`src/rtl/bus_pkg.sv`:
```
// Shared definitions for the mem_valid/mem_ready bus initiator.
package bus_pkg;

  localparam logic [1:0] IDLE = 2'd0;
  localparam logic [1:0] REQ  = 2'd1;
  localparam logic [1:0] RSP  = 2'd2;

  localparam logic [3:0] STRB_READ = 4'b0000;

  localparam int unsigned DEFAULT_TIMEOUT = 64;

  typedef enum logic [1:0] {
    StIdle = IDLE,
    StReq  = REQ,
    StRsp  = RSP
  } state_e;

endpackage

```
`src/rtl/sat_counter.sv`:
```
// Saturating up-counter; holds at all-ones once reached.
module sat_counter #(
  parameter int unsigned Width = 8
) (
  input  logic             clk,
  input  logic             reset,
  input  logic             inc_i,
  output logic [Width-1:0] count_o
);

  localparam logic [Width-1:0] One = Width'(1);

  logic [Width-1:0] count_q;

  always_ff @(posedge clk or posedge reset) begin
    if (reset) begin
      count_q <= '0;
    end else if (inc_i && (count_q != '1)) begin
      count_q <= count_q + One;
    end
  end

  assign count_o = count_q;

endmodule

```
`src/rtl/mem_bus_initiator.sv`:
```
// Single-transaction initiator for the mem_valid/mem_ready peripheral bus with timeout
// abort and transaction statistics.
module mem_bus_initiator
  import bus_pkg::*;
#(
  parameter int unsigned TIMEOUT_CYCLES = DEFAULT_TIMEOUT,
  parameter int unsigned TXN_CNT_WIDTH  = 16
) (
  input  logic                     clk,
  input  logic                     reset,
  input  logic                     cmd_valid_i,
  output logic                     cmd_ready_o,
  input  logic [31:0]              cmd_addr_i,
  input  logic [31:0]              cmd_wdata_i,
  input  logic [3:0]               cmd_wstrb_i,
  output logic                     rsp_valid_o,
  input  logic                     rsp_ready_i,
  output logic [31:0]              rsp_rdata_o,
  output logic                     rsp_err_o,
  output logic                     mem_valid_o,
  input  logic                     mem_ready_i,
  output logic [31:0]              mem_addr_o,
  output logic [31:0]              mem_wdata_o,
  output logic [3:0]               mem_wstrb_o,
  input  logic [31:0]              mem_rdata_i,
  output logic [TXN_CNT_WIDTH-1:0] txn_count_o,
  output logic [7:0]               timeout_count_o
);

  localparam int unsigned TmoW = $clog2(TIMEOUT_CYCLES) + 1;
  localparam logic [TmoW-1:0] TmoLast = TmoW'(TIMEOUT_CYCLES - 1);
  localparam logic [TmoW-1:0] TmoOne  = TmoW'(1);
  localparam logic [TXN_CNT_WIDTH-1:0] TxnOne = TXN_CNT_WIDTH'(1);

  state_e                   state_q;
  logic                     cmd_ready_q;
  logic                     mem_valid_q;
  logic [31:0]              mem_addr_q;
  logic [31:0]              mem_wdata_q;
  logic [3:0]               mem_wstrb_q;
  logic                     rsp_valid_q;
  logic [31:0]              rsp_rdata_q;
  logic                     rsp_err_q;
  logic [TXN_CNT_WIDTH-1:0] txn_q;
  logic [TmoW-1:0]          tmo_q;
  logic                     tmo_expire;

  // An acknowledge in the expiry cycle takes priority over the abort.
  assign tmo_expire = (state_q == StReq) && !mem_ready_i && (tmo_q == TmoLast);

  always_ff @(posedge clk or posedge reset) begin
    if (reset) begin
      state_q     <= StIdle;
      cmd_ready_q <= 1'b1;
      mem_valid_q <= 1'b0;
      mem_addr_q  <= '0;
      mem_wdata_q <= '0;
      mem_wstrb_q <= '0;
      rsp_valid_q <= 1'b0;
      rsp_rdata_q <= '0;
      rsp_err_q   <= 1'b0;
      txn_q       <= '0;
      tmo_q       <= '0;
    end else begin
      unique case (state_q)
        StIdle: begin
          if (cmd_valid_i) begin
            mem_addr_q  <= cmd_addr_i;
            mem_wdata_q <= cmd_wdata_i;
            mem_wstrb_q <= cmd_wstrb_i;
            mem_valid_q <= 1'b1;
            cmd_ready_q <= 1'b0;
            tmo_q       <= '0;
            state_q     <= StReq;
          end
        end
        StReq: begin
          tmo_q <= tmo_q + TmoOne;
          if (mem_ready_i) begin
            mem_valid_q <= 1'b0;
            rsp_rdata_q <= (mem_wstrb_q == STRB_READ) ? mem_rdata_i : '0;
            rsp_err_q   <= 1'b0;
            rsp_valid_q <= 1'b1;
            txn_q       <= txn_q + TxnOne;
            state_q     <= StRsp;
          end else if (tmo_expire) begin
            mem_valid_q <= 1'b0;
            rsp_rdata_q <= '0;
            rsp_err_q   <= 1'b1;
            rsp_valid_q <= 1'b1;
            state_q     <= StRsp;
          end
        end
        StRsp: begin
          if (rsp_ready_i) begin
            rsp_valid_q <= 1'b0;
            cmd_ready_q <= 1'b1;
            state_q     <= StIdle;
          end
        end
        default: begin
          state_q     <= StIdle;
          cmd_ready_q <= 1'b1;
          mem_valid_q <= 1'b0;
          rsp_valid_q <= 1'b0;
        end
      endcase
    end
  end

  sat_counter #(
    .Width (8)
  ) u_timeout_cnt (
    .clk     (clk),
    .reset   (reset),
    .inc_i   (tmo_expire),
    .count_o (timeout_count_o)
  );

  assign cmd_ready_o = cmd_ready_q;
  assign mem_valid_o = mem_valid_q;
  assign mem_addr_o  = mem_addr_q;
  assign mem_wdata_o = mem_wdata_q;
  assign mem_wstrb_o = mem_wstrb_q;
  assign rsp_valid_o = rsp_valid_q;
  assign rsp_rdata_o = rsp_rdata_q;
  assign rsp_err_o   = rsp_err_q;
  assign txn_count_o = txn_q;

endmodule

```
`config.mk`:
```
export PLATFORM = sky130hd
export DESIGN_NAME = mem_bus_initiator
export DESIGN_NICKNAME = d
export VERILOG_FILES = /design/src/rtl/bus_pkg.sv /design/src/rtl/sat_counter.sv /design/src/rtl/mem_bus_initiator.sv
export SDC_FILE = /design/constraint.sdc
export NUM_CORES = 1
export LEC_CHECK = 0
export BUFFER_PORTS_ARGS = -buffer_cell sky130_fd_sc_hd__buf_2
export CAP_MARGIN = 20
export CORE_MARGIN = 2
export CORE_UTILIZATION = 47
export DETAILED_ROUTE_END_ITERATION = 8
export MAX_ROUTING_LAYER = met4
export PLACE_DENSITY = 0.79
export REMOVE_ABC_BUFFERS = 1
export SYNTH_ARGS = -nofsm -noshare
export SYNTH_HDL_FRONTEND = slang
export SYNTH_SLANG_ARGS = --single-unit
```
`constraint.sdc`:
```
create_clock -name clk -period 7.4 [get_ports clk]
set_clock_uncertainty 0.15 [all_clocks]
set_input_delay 2.22 -clock clk [delete_from_list [all_inputs] [get_ports clk]]
set_output_delay 2.22 -clock clk [all_outputs]
set_load 0.05 [all_outputs]
```
==> summary.md <==
The flow ran to the end, and the final reports show no timing, DRC or antenna violations. The horizontal extent of the die was 111 um. For the post-CTS resize count, the log shows 0. The maximum clock path buffer count was 2. After the last flow step, the layout net total stands at 862.

The power per cell area was 548 nW/um^2. The pin count of the biggest net entering global routing is 74. The final route contains 4,530 vias. Largest stage delay on the critical path: 540 ps. Instance count along the most critical hold path: 1. Standard cell area after detailed placement: 6650 sq um. The total design power came out at 4010 uW. The number of maximum-capacitance constraint violations is 0. In the synthesized netlist the dominant register cell turns out to be sky130_fd_sc_hd__dfrtp_1. For the routability congestion estimate from global placement, the log shows 0.811.

In this run the standard cell core region covers 11,300 sq um. Starting density of the core: 47.6%. Adding up every negative setup slack in the final design gives 0 ps. The logs give 45.9% for the combinational fraction of design power and 63.9% for the share of synthesized area occupied by flip-flops and latches. For the register-to-register setup slack, the log shows 5100 ps. In this run the most critical hold path is launched from txn_count_o[15]. The via count of the first global-routing pass was 4,444. Of the cells placed in the final design, the portion with a size suffix greater than 1 is 36.8%.

For this design the top-level I/O count stands at 233. For this run, global-route usage on met3 was measured as 7.49%. On the critical path the largest part of the delay comes from flip-flops.

The logs give 12,800 um for the final routed wirelength across all metal layers and 30.7% for the relative contribution of sequential cells to total power. The average routed wire per standard cell is 14.1 um. The first global-routing pass estimated 21,200 um of wire. Setup violations remaining at the end of the flow were counted as 0. For this block, the initial DRC count from the detailed router was 330. The initial antenna violation count was 0; the total inserted antenna cells was 0.

The signed area change from the synthesized netlist to the final layout was 36.5%; the number of search-and-repair iterations in the first detailed-routing pass was 4. Most common cell after layout, fill and taps aside: sky130_fd_sc_hd__buf_2. The run gives 12,300 sq um as the die footprint. STA classifies the critical path startpoint as a flip-flop.

The DRC violations left is 0, and the number of distinct library cell variants in the gate-level netlist after synthesis is 38. Setup repair after global routing left no endpoint under its margin. For this design, the CTS-stage hold fixing added 0 buffers.

The signal on the critical path passes through buf_2. In the finished design, the share of the clock period the worst path needs comes to 48.3%. Once placement completed, the tool counted placed cells totaling 877. The analysis attributes to cell leakage a power of 0.00414 uW. The run gives 7330 sq um as the final standard cell area without fillers.

The synthesized design contains 137 register bits. The logs give 8710 um for the sum of net half-perimeters after detailed placement and 1930 uW for the power dissipated by switching net loads. The H-tree was split into 4 levels. The worst path needs 3570 ps of the cycle, external delays included. The tools report the met1 usage as 26.7%.

The layer with the highest usage is met2. In this run the mean area of a mapped cell was 10.2 sq um. Worst path buffer plus inverter count: 1.

The final critical-path setup slack came out at 3830 ps. At the pin with the least slew margin, the transition time is 886 ps. Yosys mapped a number of flops with a built-in enable equal to 0. Of the total power, the clock network draws 23.4%. After synthesis the cells add up to 5370 sq um. The run gives 3330 ps as the setup slack after placement.

In this run the tightest slew margin relative to its limit is 40.9%. Leaving out fill and tap cells, the most frequent cells in the layout are sky130_fd_sc_hd__buf_2 (232), sky130_fd_sc_hd__nand2_1 (223), sky130_fd_sc_hd__dfrtp_1 (136). Based on the critical path, the design can be clocked at up to 280 MHz.

The library cell used as clock root buffer is sky130_fd_sc_hd__clkbuf_16. TritonCTS built the clock tree. At the worst endpoint, the required time is 5030 ps. The endpoint identified for the worst register-to-register timing path is rsp_rdata_o[22].

Counting flops with an async set or reset pin after synthesis yields a share of 100%. After clock tree synthesis, the clock-pin slew on the worst setup and hold paths is 60 ps. In this run, CTS created clock tree buffers numbering 17. The count of nets left with antenna violations once routing finished came out at 0.

Count of final hold-check violations: 0. The die is 111 um tall. In the global route stage, overall resource usage came out at 22.1%. The tools report the maximum VDD drop as 0.389 mV.

For this run the aggregate overflow at the end of global routing stands at 0. The logic depth of the worst register-to-register path works out to 5. The class of the most critical setup path was flip-flop to output pin. The worst register-to-register path begins at state_q[0]. For the arrival time of data at the critical path endpoint, the log shows 1200 ps.

The tools report the fraction of met2 tracks used by global routing as 35.2%. The min-delay analysis places its worst path in the category flip-flop to flip-flop. The clock network latency to the later pin of the worst-skew pair came out at 400 ps. In this run the worst path has a maximum fanout of 3. The internal portion of total power came out at 2080 uW.

The worst setup path is captured at an output pin. The tools report the clock sink total as 137. Of the total power, the share spent switching nets is 48.1%.

Buffers placed on the I/O ports in this run total 232. The cell type of the slowest stage on the worst timing path was sky130_fd_sc_hd__dfstp_2. In this run the post-CTS setup repair buffer count came out at 0. The run gives 0 as the number of max-slew violations in the final report. The floorplan has 39 rows. Fill cells in the final layout number 901. Synthesis produced 524 cells. The end point of the most critical hold path was txn_count_o[15]. The number of cells in the finished layout apart from fillers is 910, and the mean number of vias per cell is 4.98.

The tools report the number of synthesis warnings as 0.
per-stage QoR:
step	utilization, %	hold WS, ps
finish	65.0	311
global route	65.0	326
global placement	59.0	303
floorplan	-	321
detailed placement	59.0	307
CTS	64.9	319
synthesized netlist by cell type (2+ instances only):
cell type                  count  share of area, %
sky130_fd_sc_hd__nor3_1        5              0.47
sky130_fd_sc_hd__inv_1         2              0.14
sky130_fd_sc_hd__buf_1         2              0.14
sky130_fd_sc_hd__and4_1        3              0.49
sky130_fd_sc_hd__nor2b_1       2              0.23
sky130_fd_sc_hd__mux2_2        4              0.84
sky130_fd_sc_hd__a22o_1       32               5.2
sky130_fd_sc_hd__clkbuf_1     20               1.4
sky130_fd_sc_hd__nor4_1        2              0.23
sky130_fd_sc_hd__o21ai_0       9              0.84
sky130_fd_sc_hd__nand2_1     223                16
sky130_fd_sc_hd__xnor2_1       9               1.5
sky130_fd_sc_hd__dfrtp_1     136                63
sky130_fd_sc_hd__a31oi_1       2              0.23
sky130_fd_sc_hd__nand4_1       3              0.35
sky130_fd_sc_hd__and3_1        2              0.23
sky130_fd_sc_hd__nand3_1      11               1.0
sky130_fd_sc_hd__ha_1          3              0.70
sky130_fd_sc_hd__and2_1        4              0.47
sky130_fd_sc_hd__nor2_1       15               1.0
sky130_fd_sc_hd__xor2_1       12               2.0
sky130_fd_sc_hd__buf_2         3              0.28
sky130_fd_sc_hd__nand2b_1      5              0.58
metal layers:
| metal | part of all wire, % | vias to the layer above |
|---|---|---|
| met4 | 1.5 | 0 |
| met1 | 42 | 2139 |
| met5 | 0 | - |
| met3 | 7.9 | 22 |
| li1 | - | 2176 |
| met2 | 49 | 193 |
state kept, by name, summed over array words and instances, names as in the netlist:
signal / flops
rsp_valid_o: 1
mem_wdata_o: 32
mem_addr_o: 32
rsp_rdata_o: 32
tmo_q: 7
txn_count_o: 16
cmd_ready_o: 1
rsp_err_o: 1
state_q: 2
mem_wstrb_o: 4
mem_valid_o: 1
u_timeout_cnt.count_o: 8
kinds of logic (layout without fill, tap and decap cells):
| logic type | Yosys count | count (layout) | synth area share [%] |
|---|---|---|---|
| xor+xnor | 21 | 21 | 3.43 |
| simple gates | 282 | 282 | 21.9 |
| buf+inv | 28 | 271 | 2.17 |
| mux | 4 | 4 | 0.839 |
| compound gates | 49 | 49 | 7.09 |
| flops | 137 | 137 | 63.9 |
| fa+ha+maj | 3 | 3 | 0.699 |
area by class of cell:
cell class / instances / area (sq um) / area share [%]
multi-input combinational: 359 / 1840 / 25.1
clock inverter: 11 / 193 / 2.63
tap: 143 / 179 / 2.44
clock buffer: 21 / 470 / 6.42
timing repair buffer: 237 / 1210 / 16.5
inverter: 2 / 12.5 / 0.171
sequential: 137 / 3430 / 46.8
power groups by stage:
stage | Clock, uW | Sequential (uW) | Combinational [uW]
after floorplan | 0 | 2210 | 410
after global placement | 0 | 1230 | 1820
after detailed placement | 0 | 1230 | 1860
after CTS | 960 | 1230 | 1850
after global routing | 992 | 1270 | 1950
final | 941 | 1230 | 1840
worst max-delay path by stage:
| stage | startpoint | to | slack (ps) | cells past startpoint |
|---|---|---|---|---|
| detailed placement | mem_ready_i | rsp_rdata_o[22] | 3330 | 4 |
| CTS | cmd_ready_o | cmd_ready_o | 3800 | 1 |
| finish | cmd_ready_o | cmd_ready_o | 3830 | 1 |
| global route | cmd_ready_o | cmd_ready_o | 3790 | 1 |
| floorplan | cmd_valid_i | tmo_q[1] | 650 | 2 |
| global placement | mem_ready_i | rsp_rdata_o[6] | 3490 | 4 |
No activity file was read; power rests on OpenSTA's default activity.
